### src/rtl/divider_pkg.sv
// Shared types and sizing helpers for the sequential restoring divider.
// Imported by the divider interface, top and subtractor.
package divider_pkg;

  localparam int DEF_WIDTH = 8;

  typedef enum logic [1:0] {
    IDLE,
    CALC,
    DONE
  } state_t;

  function automatic int cnt_w(input int w);
    return (w > 1) ? $clog2(w) : 1;
  endfunction

endpackage

### src/rtl/divider_8_if.sv
// Start/operand/result bundle between the processor control and the divider.
// Master drives Run and operands; slave returns results and status.
interface divider_8_if
  import divider_pkg::*;
#(
  parameter int WIDTH = DEF_WIDTH
);

  logic             Run;
  logic [WIDTH-1:0] Dividend;
  logic [WIDTH-1:0] Divisor;
  logic [WIDTH-1:0] Quotient;
  logic [WIDTH-1:0] Remainder;
  logic             Busy;
  logic             Done;
  logic             DivByZero;

  modport master (
    output Run,
    output Dividend,
    output Divisor,
    input  Quotient,
    input  Remainder,
    input  Busy,
    input  Done,
    input  DivByZero
  );

  modport slave (
    input  Run,
    input  Dividend,
    input  Divisor,
    output Quotient,
    output Remainder,
    output Busy,
    output Done,
    output DivByZero
  );

endinterface

### src/rtl/ripple_subtractor.sv
// A - B as a full-adder ripple chain: A + ~B + 1.
// carry_out = 1 means no borrow (A >= B).
module ripple_subtractor
  import divider_pkg::*;
#(
  parameter int W = DEF_WIDTH + 1
) (
  input  logic [W-1:0] a,
  input  logic [W-1:0] b,
  output logic [W-1:0] diff,
  output logic         carry_out
);

  logic [W:0] c;

  assign c[0] = 1'b1;

  for (genvar i = 0; i < W; i++) begin : g_fa
    logic bn;
    assign bn        = ~b[i];
    assign diff[i]   = a[i] ^ bn ^ c[i];
    assign c[i+1]    = (a[i] & bn) | (c[i] & (a[i] ^ bn));
  end

  assign carry_out = c[W];

endmodule

### src/rtl/divider_8.sv
// Sequential unsigned restoring divider, one quotient bit per clock.
// Results are registered and held until the next completion.
module divider_8
  import divider_pkg::*;
#(
  parameter int WIDTH = DEF_WIDTH
) (
  input  logic Clk,
  input  logic Reset,
  divider_8_if.slave bus
);

  localparam int CW = cnt_w(WIDTH);
  localparam logic [CW-1:0] LAST = CW'(WIDTH - 1);

  state_t           state_q, state_d;
  logic [WIDTH:0]   r_q, r_d;
  logic [WIDTH-1:0] q_q, q_d;
  logic [WIDTH-1:0] d_q, d_d;
  logic [CW-1:0]    cnt_q, cnt_d;
  logic [WIDTH-1:0] quot_q, quot_d;
  logic [WIDTH-1:0] rem_q, rem_d;
  logic             dbz_q, dbz_d;
  logic             busy_q, busy_d;
  logic             done_q, done_d;

  logic [WIDTH:0]   r_sh;
  logic [WIDTH:0]   t;
  logic             nb;

  assign r_sh = {r_q[WIDTH-1:0], q_q[WIDTH-1]};

  ripple_subtractor #(
    .W(WIDTH + 1)
  ) u_sub (
    .a        (r_sh),
    .b        ({1'b0, d_q}),
    .diff     (t),
    .carry_out(nb)
  );

  // The remainder MSB is only headroom for the shifted partial remainder.
  logic unused_r_msb;
  assign unused_r_msb = r_q[WIDTH];

  always_comb begin
    state_d = state_q;
    r_d     = r_q;
    q_d     = q_q;
    d_d     = d_q;
    cnt_d   = cnt_q;
    quot_d  = quot_q;
    rem_d   = rem_q;
    dbz_d   = dbz_q;
    unique case (state_q)
      IDLE: begin
        if (bus.Run) begin
          r_d     = '0;
          q_d     = bus.Dividend;
          d_d     = bus.Divisor;
          cnt_d   = '0;
          state_d = CALC;
        end
      end
      CALC: begin
        r_d = nb ? t : r_sh;
        q_d = {q_q[WIDTH-2:0], nb};
        if (cnt_q == LAST) begin
          state_d = DONE;
          quot_d  = q_d;
          rem_d   = r_d[WIDTH-1:0];
          dbz_d   = (d_q == '0);
        end else begin
          cnt_d = cnt_q + 1'b1;
        end
      end
      DONE: begin
        if (!bus.Run) state_d = IDLE;
      end
      default: state_d = IDLE;
    endcase
    busy_d = (state_d == CALC);
    done_d = (state_d == DONE);
  end

  always_ff @(posedge Clk) begin
    if (Reset) begin
      state_q <= IDLE;
      r_q     <= '0;
      q_q     <= '0;
      d_q     <= '0;
      cnt_q   <= '0;
      quot_q  <= '0;
      rem_q   <= '0;
      dbz_q   <= 1'b0;
      busy_q  <= 1'b0;
      done_q  <= 1'b0;
    end else begin
      state_q <= state_d;
      r_q     <= r_d;
      q_q     <= q_d;
      d_q     <= d_d;
      cnt_q   <= cnt_d;
      quot_q  <= quot_d;
      rem_q   <= rem_d;
      dbz_q   <= dbz_d;
      busy_q  <= busy_d;
      done_q  <= done_d;
    end
  end

  assign bus.Quotient  = quot_q;
  assign bus.Remainder = rem_q;
  assign bus.DivByZero = dbz_q;
  assign bus.Busy      = busy_q;
  assign bus.Done      = done_q;

endmodule

### src/flat_wrapper.sv
// flat-port wrapper written by rule: the top's interface ports become plain ports
module divider_8_flat import divider_pkg::*;
#(
  parameter int WIDTH = DEF_WIDTH
)
  (Clk, Reset, bus_Run, bus_Dividend, bus_Divisor, bus_Quotient, bus_Remainder, bus_Busy, bus_Done, bus_DivByZero);
  divider_8_if #(.WIDTH(WIDTH)) bus_i ();
  input  logic Clk;
  input  logic Reset;
  input wire logic [$bits(bus_i.Run)-1:0] bus_Run;
  input wire logic [$bits(bus_i.Dividend)-1:0] bus_Dividend;
  input wire logic [$bits(bus_i.Divisor)-1:0] bus_Divisor;
  output wire logic [$bits(bus_i.Quotient)-1:0] bus_Quotient;
  output wire logic [$bits(bus_i.Remainder)-1:0] bus_Remainder;
  output wire logic [$bits(bus_i.Busy)-1:0] bus_Busy;
  output wire logic [$bits(bus_i.Done)-1:0] bus_Done;
  output wire logic [$bits(bus_i.DivByZero)-1:0] bus_DivByZero;
  assign bus_i.Run = bus_Run;
  assign bus_i.Dividend = bus_Dividend;
  assign bus_i.Divisor = bus_Divisor;
  assign bus_Quotient = bus_i.Quotient;
  assign bus_Remainder = bus_i.Remainder;
  assign bus_Busy = bus_i.Busy;
  assign bus_Done = bus_i.Done;
  assign bus_DivByZero = bus_i.DivByZero;
  divider_8 #(.WIDTH(WIDTH)) u_core (.Clk(Clk), .Reset(Reset), .bus(bus_i));
endmodule
### config.mk
export PLATFORM = sky130hd
export DESIGN_NAME = divider_8_flat
export DESIGN_NICKNAME = d
export VERILOG_FILES = /design/src/rtl/divider_pkg.sv /design/src/rtl/divider_8_if.sv /design/src/rtl/ripple_subtractor.sv /design/src/rtl/divider_8.sv /design/src/flat_wrapper.sv
export SDC_FILE = /design/constraint.sdc
export NUM_CORES = 1
export LEC_CHECK = 0
export CORE_AREA = 2 2 77 79
export DETAILED_ROUTE_END_ITERATION = 12
export DIE_AREA = 0 0 79 81
export PLACE_DENSITY_LB_ADDON = 0.25
export SETUP_SLACK_MARGIN = 0.2
export SYNTH_ARGS = -nofsm -noshare
export SYNTH_HDL_FRONTEND = slang
export SYNTH_SLANG_ARGS = --single-unit
### constraint.sdc
create_clock -name Clk -period 4.25 [get_ports Clk]
set_clock_uncertainty 0.15 [all_clocks]
set_input_delay 0.85 -clock Clk [delete_from_list [all_inputs] [get_ports Clk]]
set_output_delay 0.85 -clock Clk [all_outputs]
set_load 0.01 [all_outputs]
==> metrics.yaml, run 1 <==
status: "complete, no violations"
end_kind: "flip-flop"
p_per_area_nw_per_um2: 383
p_seq_share_pct: 47.0
drt-met1-wl_mm: 2.27
power_switching_uw: 282
irDropWorstVdd_mv: 0.147
maxSlewHeadroom_pct: 44.1
clock_sinks: 48
grt_max_degree: 45
met3_length_um: 139
wl_met2_mm: 2.15
path_common_cell: "fa_2"
overflow: 0
clkLatencyLatePin_ns: 0.31
die_h_um: 81
max_freq_mhz: 260
yosys_warnings: 0
antenna_found_initial: 0
postLayoutCellArea_um2: 2720
place.gp.congestion: 0.785
synth_nets: 255
syn2layout_area_growth_pct: 26.9
wl_mm: 4.64
cts_root_buffer: "clkbuf_8"
utilization_pct: 47.8
r2r_start: "u_core.q_q[7]"
diodes: 0
async_flop_share_pct: 0
synth-simple-area-share_pct: 14.4
synth_xor_area_share_pct: 0
arrival_ns: 3.90
clkPwrFrac_pct: 32.2
maxSlewViolCount: 0
min_from: "u_core.bus.Remainder[7]"
synth_seq_cells: 48
syn_inst: 226
synthAdderAreaFrac_pct: 8.30
drtIter0Drc: 113
avgRoutedWirePerCell_um: 13.9
cp_slowest_cell: "fa_2"
path_max_fanout: 6
finalCritPeriodShare_pct: 90.3
synth_edf_count: 0
die_area_um2: 6400
dp_cells: 323
switching_share_pct: 27.1
crit_start: "u_core.q_q[7]"
port_buffers: 37
yosysSeqAreaShare_pct: 44.9
vias: 1690
placed_area_um2: 2520
max_stage_delay_ns: 0.40
worstMarginPinSlew_ns: 0.838
start_util_pct: 37.7
path_cells: "inv_2 > ha_2 > fa_1 > inv_1 > fa_2 > fa_2 > fa_2 > fa_2 > fa_2 > inv_2 > fa_2 > nand2b_4 > buf_4 > a22o_1 > a22o_1"
ys_types: 36
hp-class: "flip-flop to flip-flop"
track_usage_pct: 15.2
cts_tree: "done"
max-cap-violations: 0
rsz0062_at_grt: "false"
synth_compound_area_share_pct: 21.8
layout_common_cells: "dfxtp_1, clkdlybuf4s50_1, nand2_1"
muxShareOfSynthArea_pct: 3.74
finalSetupViolations: 0
rows: 28
synth_ff_type: "dfxtp_1"
avgSynthCellArea_um2: 9.47
num-nets-final: 286
clk_pin_slew_ns: 0.10
critPathLaunchType: "flip-flop"
via_per_inst: 5.08
grt_pass1_wl_mm: 7.59
fin_cells: 333
layout_commonest_cell: "dfxtp_1"
grt_pass1_vias: 1555
syn-cell-area_um2: 2140
core_area_um2: 5680
routed.top_layer: "met4"
pwr-share-comb_pct: 20.8
fp.dieW_um: 79
cellLeakagePower_uw: 0.000913
required_ns: 4.31
cts_buffers: 5
cts_htree_levels: 2
dr.pass1.iters: 4
drive_gt1_share_pct: 14.0
ios: 38
hpwl_mm: 3.14
internal_power_uw: 759
hold_viol: 0
critPathKind: "flip-flop to flip-flop"
ant_nets: 0
synth_top_family_by_area: "compound AO/OA/AOI/OAI gates"
cts_max_path_buffers: 2
drc: 0
period_needed_ns: 3.84
[worst paths after layout]
path	to	slack, ns	cells after the start
min	u_core.bus.Remainder[7]	0.31	2
min reg2reg	u_core.bus.Remainder[7]	0.31	2
max reg2reg	u_core.q_q[0]	0.41	15
max	u_core.q_q[0]	0.41	15
[power by group through the flow]
| stage | combinational, µW | clock [µW] | sequential (µW) |
|---|---|---|---|
| 2_1_floorplan | 133 | 0 | 491 |
| 3_3_place_gp | 171 | 0 | 498 |
| 3_5_place_dp | 172 | 0 | 498 |
| 4_1_cts | 192 | 340 | 489 |
| 5_1_grt | 237 | 363 | 493 |
| 6_report | 217 | 335 | 490 |
[sequential cells by signal, summed over array words and instances (netlist names)]
register / flops
u_core.q_q: 8
u_core.bus.DivByZero: 1
u_core.bus.Remainder: 8
u_core.state_q: 2
u_core.r_q: 8
u_core.d_q: 8
u_core.bus.Quotient: 8
u_core.bus.Done: 1
u_core.cnt_q: 3
u_core.bus.Busy: 1
[area by class of cell]
| class | instances | area (µm²) |
|---|---|---|
| Fill cell | 568 | 2960 |
| Multi-Input combinational cell | 149 | 1090 |
| Sequential cell | 48 | 962 |
| Timing Repair Buffer | 41 | 408 |
| Tap cell | 75 | 93.8 |
| Clock buffer | 5 | 68.8 |
| Inverter | 12 | 45.0 |
| Clock inverter | 3 | 42.5 |
[metal layers]
layer | GRT usage [%] | up-vias
met5 | 0 | -
met4 | 5.34 | 0
met3 | 3.67 | 6
met2 | 23.0 | 35
met1 | 21.2 | 792
li1 | - | 857
[critical path, delay by kind of cell (launching register included)]
kind            cells  cell delay [ns]
buf+inv             4             0.34
simple gates        1             0.10
flops               1             0.32
fa+ha+maj           8             2.46
compound gates      2             0.38
[cell families after synthesis]
logic type | count (synthesis)
AO/OA/AOI/OAI | 68
multiplexers | 7
adder cells (fa/ha/maj) | 10
AND/OR/NAND/NOR | 64
buffers and inverters | 29
flip-flops | 48
[metrics by stage]
step	total power, µW	setup slack (ns)	hold slack, ns	TNS, ns
CTS	1020	0.213	0.309	0
global placement	669	0.0831	0.293	0
detailed placement	670	-0.00523	0.297	-0.00523
global route	1090	0.204	0.327	0
floorplan	624	0.221	0.282	0
finish	1040	0.411	0.308	0
[Yosys cell counts, types with 3 or more instances]
library cell	n	area, µm²
dfxtp_1	48	961
nand2_1	27	101
a21oi_1	18	90.1
nor2_1	16	60.1
a211oi_1	14	105
inv_1	12	45.0
buf_2	10	50.1
o21ai_0	8	40.0
o22ai_1	8	50.1
fa_1	7	140
o2bb2ai_1	7	61.3
nand3_1	6	30.0
mux2i_1	5	50.1
nand3b_1	4	30.0
a31oi_1	3	18.8
buf_4	3	22.5
ha_1	3	37.5
[timing repair]
item                                    4_1_cts  5_1_grt
setup buffers                                 1        1
gates resized for setup                       8       10
hold buffers                                  0        0
endpoints found under the setup margin       16       16
gates cloned                                  0        0
pin swaps                                     1        6
No activity file was read; power rests on OpenSTA's default activity.
==> inputs of run 2 (changes only) <==
--- a/config.mk
+++ b/config.mk
@@ -5,7 +5,9 @@
 export SDC_FILE = /design/constraint.sdc
 export NUM_CORES = 1
 export LEC_CHECK = 0
+export ABC_CLOCK_PERIOD_IN_PS = 4250
 export CORE_AREA = 2 2 77 79
+export CTS_CLUSTER_DIAMETER = 50
 export DETAILED_ROUTE_END_ITERATION = 12
 export DIE_AREA = 0 0 79 81
 export PLACE_DENSITY_LB_ADDON = 0.25
==> results of run 2 <==
The final DEF is identical to that of run 1; final timing and power are the same.
==> inputs of run 3 (changes only) <==
--- a/config.mk
+++ b/config.mk
@@ -11,6 +11,7 @@
 export DETAILED_ROUTE_END_ITERATION = 12
 export DIE_AREA = 0 0 79 81
 export PLACE_DENSITY_LB_ADDON = 0.25
+export REMOVE_ABC_BUFFERS = 1
 export SETUP_SLACK_MARGIN = 0.2
 export SYNTH_ARGS = -nofsm -noshare
 export SYNTH_HDL_FRONTEND = slang
==> constraint.sdc (replaced) <==
create_clock -name Clk -period 4.25 [get_ports Clk]
set_clock_uncertainty 0.15 [all_clocks]
set_input_delay 0.6375 -clock Clk [delete_from_list [all_inputs] [get_ports Clk]]
set_output_delay 0.6375 -clock Clk [all_outputs]
set_load 0.01 [all_outputs]
==> metrics.yaml, run 3 (synthesized netlist as in run 1, its figures left out) <==
p_per_area_nw_per_um2: 357  # was 383 nW/µm²
drc: 0  # unchanged
irDropWorstVdd_mv: 0.171  # was 0.147 mV
hpwl_mm: 2.96  # was 3.14 mm
start_util_pct: 37.7  # unchanged
crit_start: "u_core.q_q[7]"  # unchanged
clk_pin_slew_ns: 0.09  # was 0.10 ns
r2r_start: "u_core.q_q[7]"  # unchanged
cts_max_path_buffers: 2  # unchanged
drtIter0Drc: 102  # was 113
finalSetupViolations: 0  # unchanged
min_from: "u_core.bus.Quotient[3]"  # was u_core.bus.Remainder[7]
setup_ws_ns: 0.364  # was 0.411 ns
rows: 28  # unchanged
arrival_ns: 3.97  # was 3.90 ns
utilization_pct: 46.8  # was 47.8%
core_area_um2: 5680  # unchanged
holdBufCountCts: 0  # unchanged
antenna_found_initial: 0  # unchanged
reg2reg_slack_ns: 0.36  # was 0.41 ns
worstMarginPinSlew_ns: 0.797  # was 0.838 ns
fp.dieW_um: 79  # unchanged
overflow: 0  # unchanged
die_h_um: 81  # unchanged
diodes: 0  # unchanged
post_cts_buffers: 0  # was 1
fin_cells: 333  # unchanged
grt_pass1_vias: 1514  # was 1555
hold_depth: 2  # unchanged
end_kind: "flip-flop"  # unchanged
totalPowerFinal_uw: 949  # was 1040 µW
maxSlewHeadroom_pct: 46.8  # was 44.1%
maxSlewViolCount: 0  # unchanged
track_usage_pct: 14.2  # was 15.2%
hp-class: "flip-flop to flip-flop"  # unchanged
syn2layout_area_growth_pct: 24.3  # was 26.9%
die_area_um2: 6400  # unchanged
layout_commonest_cell: "dfxtp_1"  # unchanged
clkLatencyLatePin_ns: 0.30  # was 0.31 ns
drive_gt1_share_pct: 11.6  # was 14.0%
cellLeakagePower_uw: 0.000911  # was 0.000913 µW
rr_worst_depth: 15  # unchanged
dp_cells: 326  # was 323
postLayoutCellArea_um2: 2660  # was 2720 µm²
path_max_fanout: 7  # was 6
status: "complete, no violations"  # unchanged
path_cells: "inv_1 > ha_2 > fa_1 > inv_1 > fa_2 > fa_2 > fa_2 > fa_2 > fa_2 > inv_2 > fa_2 > nand2b_4 > buf_4 > a211o_1 > a21oi_2"  # was inv_2 > ha_2 > fa_1 > inv_1 > fa_2 > fa_2 > fa_2 > fa_2 > fa_2 > inv_2 > fa_2 > nand2b_4 > buf_4 > a22o_1 > a22o_1
max-cap-violations: 0  # unchanged
placed_area_um2: 2540  # was 2520 µm²
max_stage_delay_ns: 0.40  # about the same
port_buffers: 37  # unchanged
finalCritPeriodShare_pct: 91.4  # was 90.3%
rsz0062_at_grt: "false"  # unchanged
place.gp.congestion: 0.744  # was 0.785
cts_buffers: 5  # unchanged
wl_mm: 4.26  # was 4.64 mm
critPathKind: "flip-flop to flip-flop"  # unchanged
cp_slowest_cell: "fa_2"  # unchanged
path_common_cell: "fa_2"  # unchanged
period_needed_ns: 3.89  # was 3.84 ns
via_per_inst: 5.03  # was 5.08
nFillCells: 565  # was 568
max_freq_mhz: 257  # was 260 MHz
clock_sinks: 48  # unchanged
dp_slack_ns: -0.0407  # was -0.00523 ns
cts_tree: "done"  # unchanged
ios: 38  # unchanged
grt_pass1_wl_mm: 7.17  # was 7.59 mm
dr.pass1.iters: 4  # unchanged
cts_htree_levels: 2  # unchanged
hold_viol: 0  # unchanged
critPathLaunchType: "flip-flop"  # unchanged
ant_nets: 0  # unchanged
required_ns: 4.34  # was 4.31 ns
num-nets-final: 287  # was 286
grt_max_degree: 46  # was 45
layout_common_cells: "dfxtp_1, clkdlybuf4s50_1, nand2_1"  # unchanged
cts_root_buffer: "clkbuf_8"  # unchanged
avgRoutedWirePerCell_um: 12.8  # was 13.9 µm
vias: 1675  # was 1690
run 3: layout make-up:
class	instances	area, µm²	share of cell area (%)
Sequential cell	48	961	36.1
Tap cell	75	93.8	3.53
Inverter	12	45.0	1.69
Clock buffer	6	82.6	3.11
Timing Repair Buffer	42	408	15.3
Clock inverter	1	8.76	0.329
Multi-Input combinational cell	149	1060	39.9
run 3: per-stage QoR:
| stage | setup TNS, ns | hold slack, ns |
|---|---|---|
| 2_1_floorplan | -0.0828 | 0.282 |
| 6_report | 0 | 0.305 |
| 5_1_grt | 0 | 0.332 |
| 4_1_cts | 0 | 0.308 |
| 3_5_place_dp | -0.103 | 0.296 |
| 3_3_place_gp | 0 | 0.292 |
run 3: critical path, delay by kind of cell (launching register included):
kind | cells | cell delay (ns)
compound gates | 2 | 0.43
fa+ha+maj | 8 | 2.50
buf+inv | 4 | 0.37
flops | 1 | 0.31
simple gates | 1 | 0.08
run 3: worst paths after layout:
check / to
setup / recovery: u_core.bus.Remainder[7]
hold / removal: u_core.bus.Quotient[3]
setup reg to reg: u_core.bus.Remainder[7]
hold reg to reg: u_core.bus.Quotient[3]
run 3: power breakdown:
| part | internal, µW | switching, µW |
|---|---|---|
| Sequential | 469 | 18.6 |
| Clock | 130 | 147 |
| Combinational | 95.2 | 89.3 |
| Total | 695 | 255 |
run 3: routing by layer:
metal,share of wire [%],routed length (µm),up-vias,global-route usage [%]
met5,0,0,-,0
met4,1.4,61,0,4.66
met3,3.6,152,5,2.78
met2,46,1940,35,21.7
met1,49,2110,778,20.1
li1,-,-,857,-
run 3: timing repair:
action,4_1_cts,5_1_grt
gates cloned,0,0
endpoints found under the setup margin,17,14
pin swaps,1,3
resized for setup,7,3
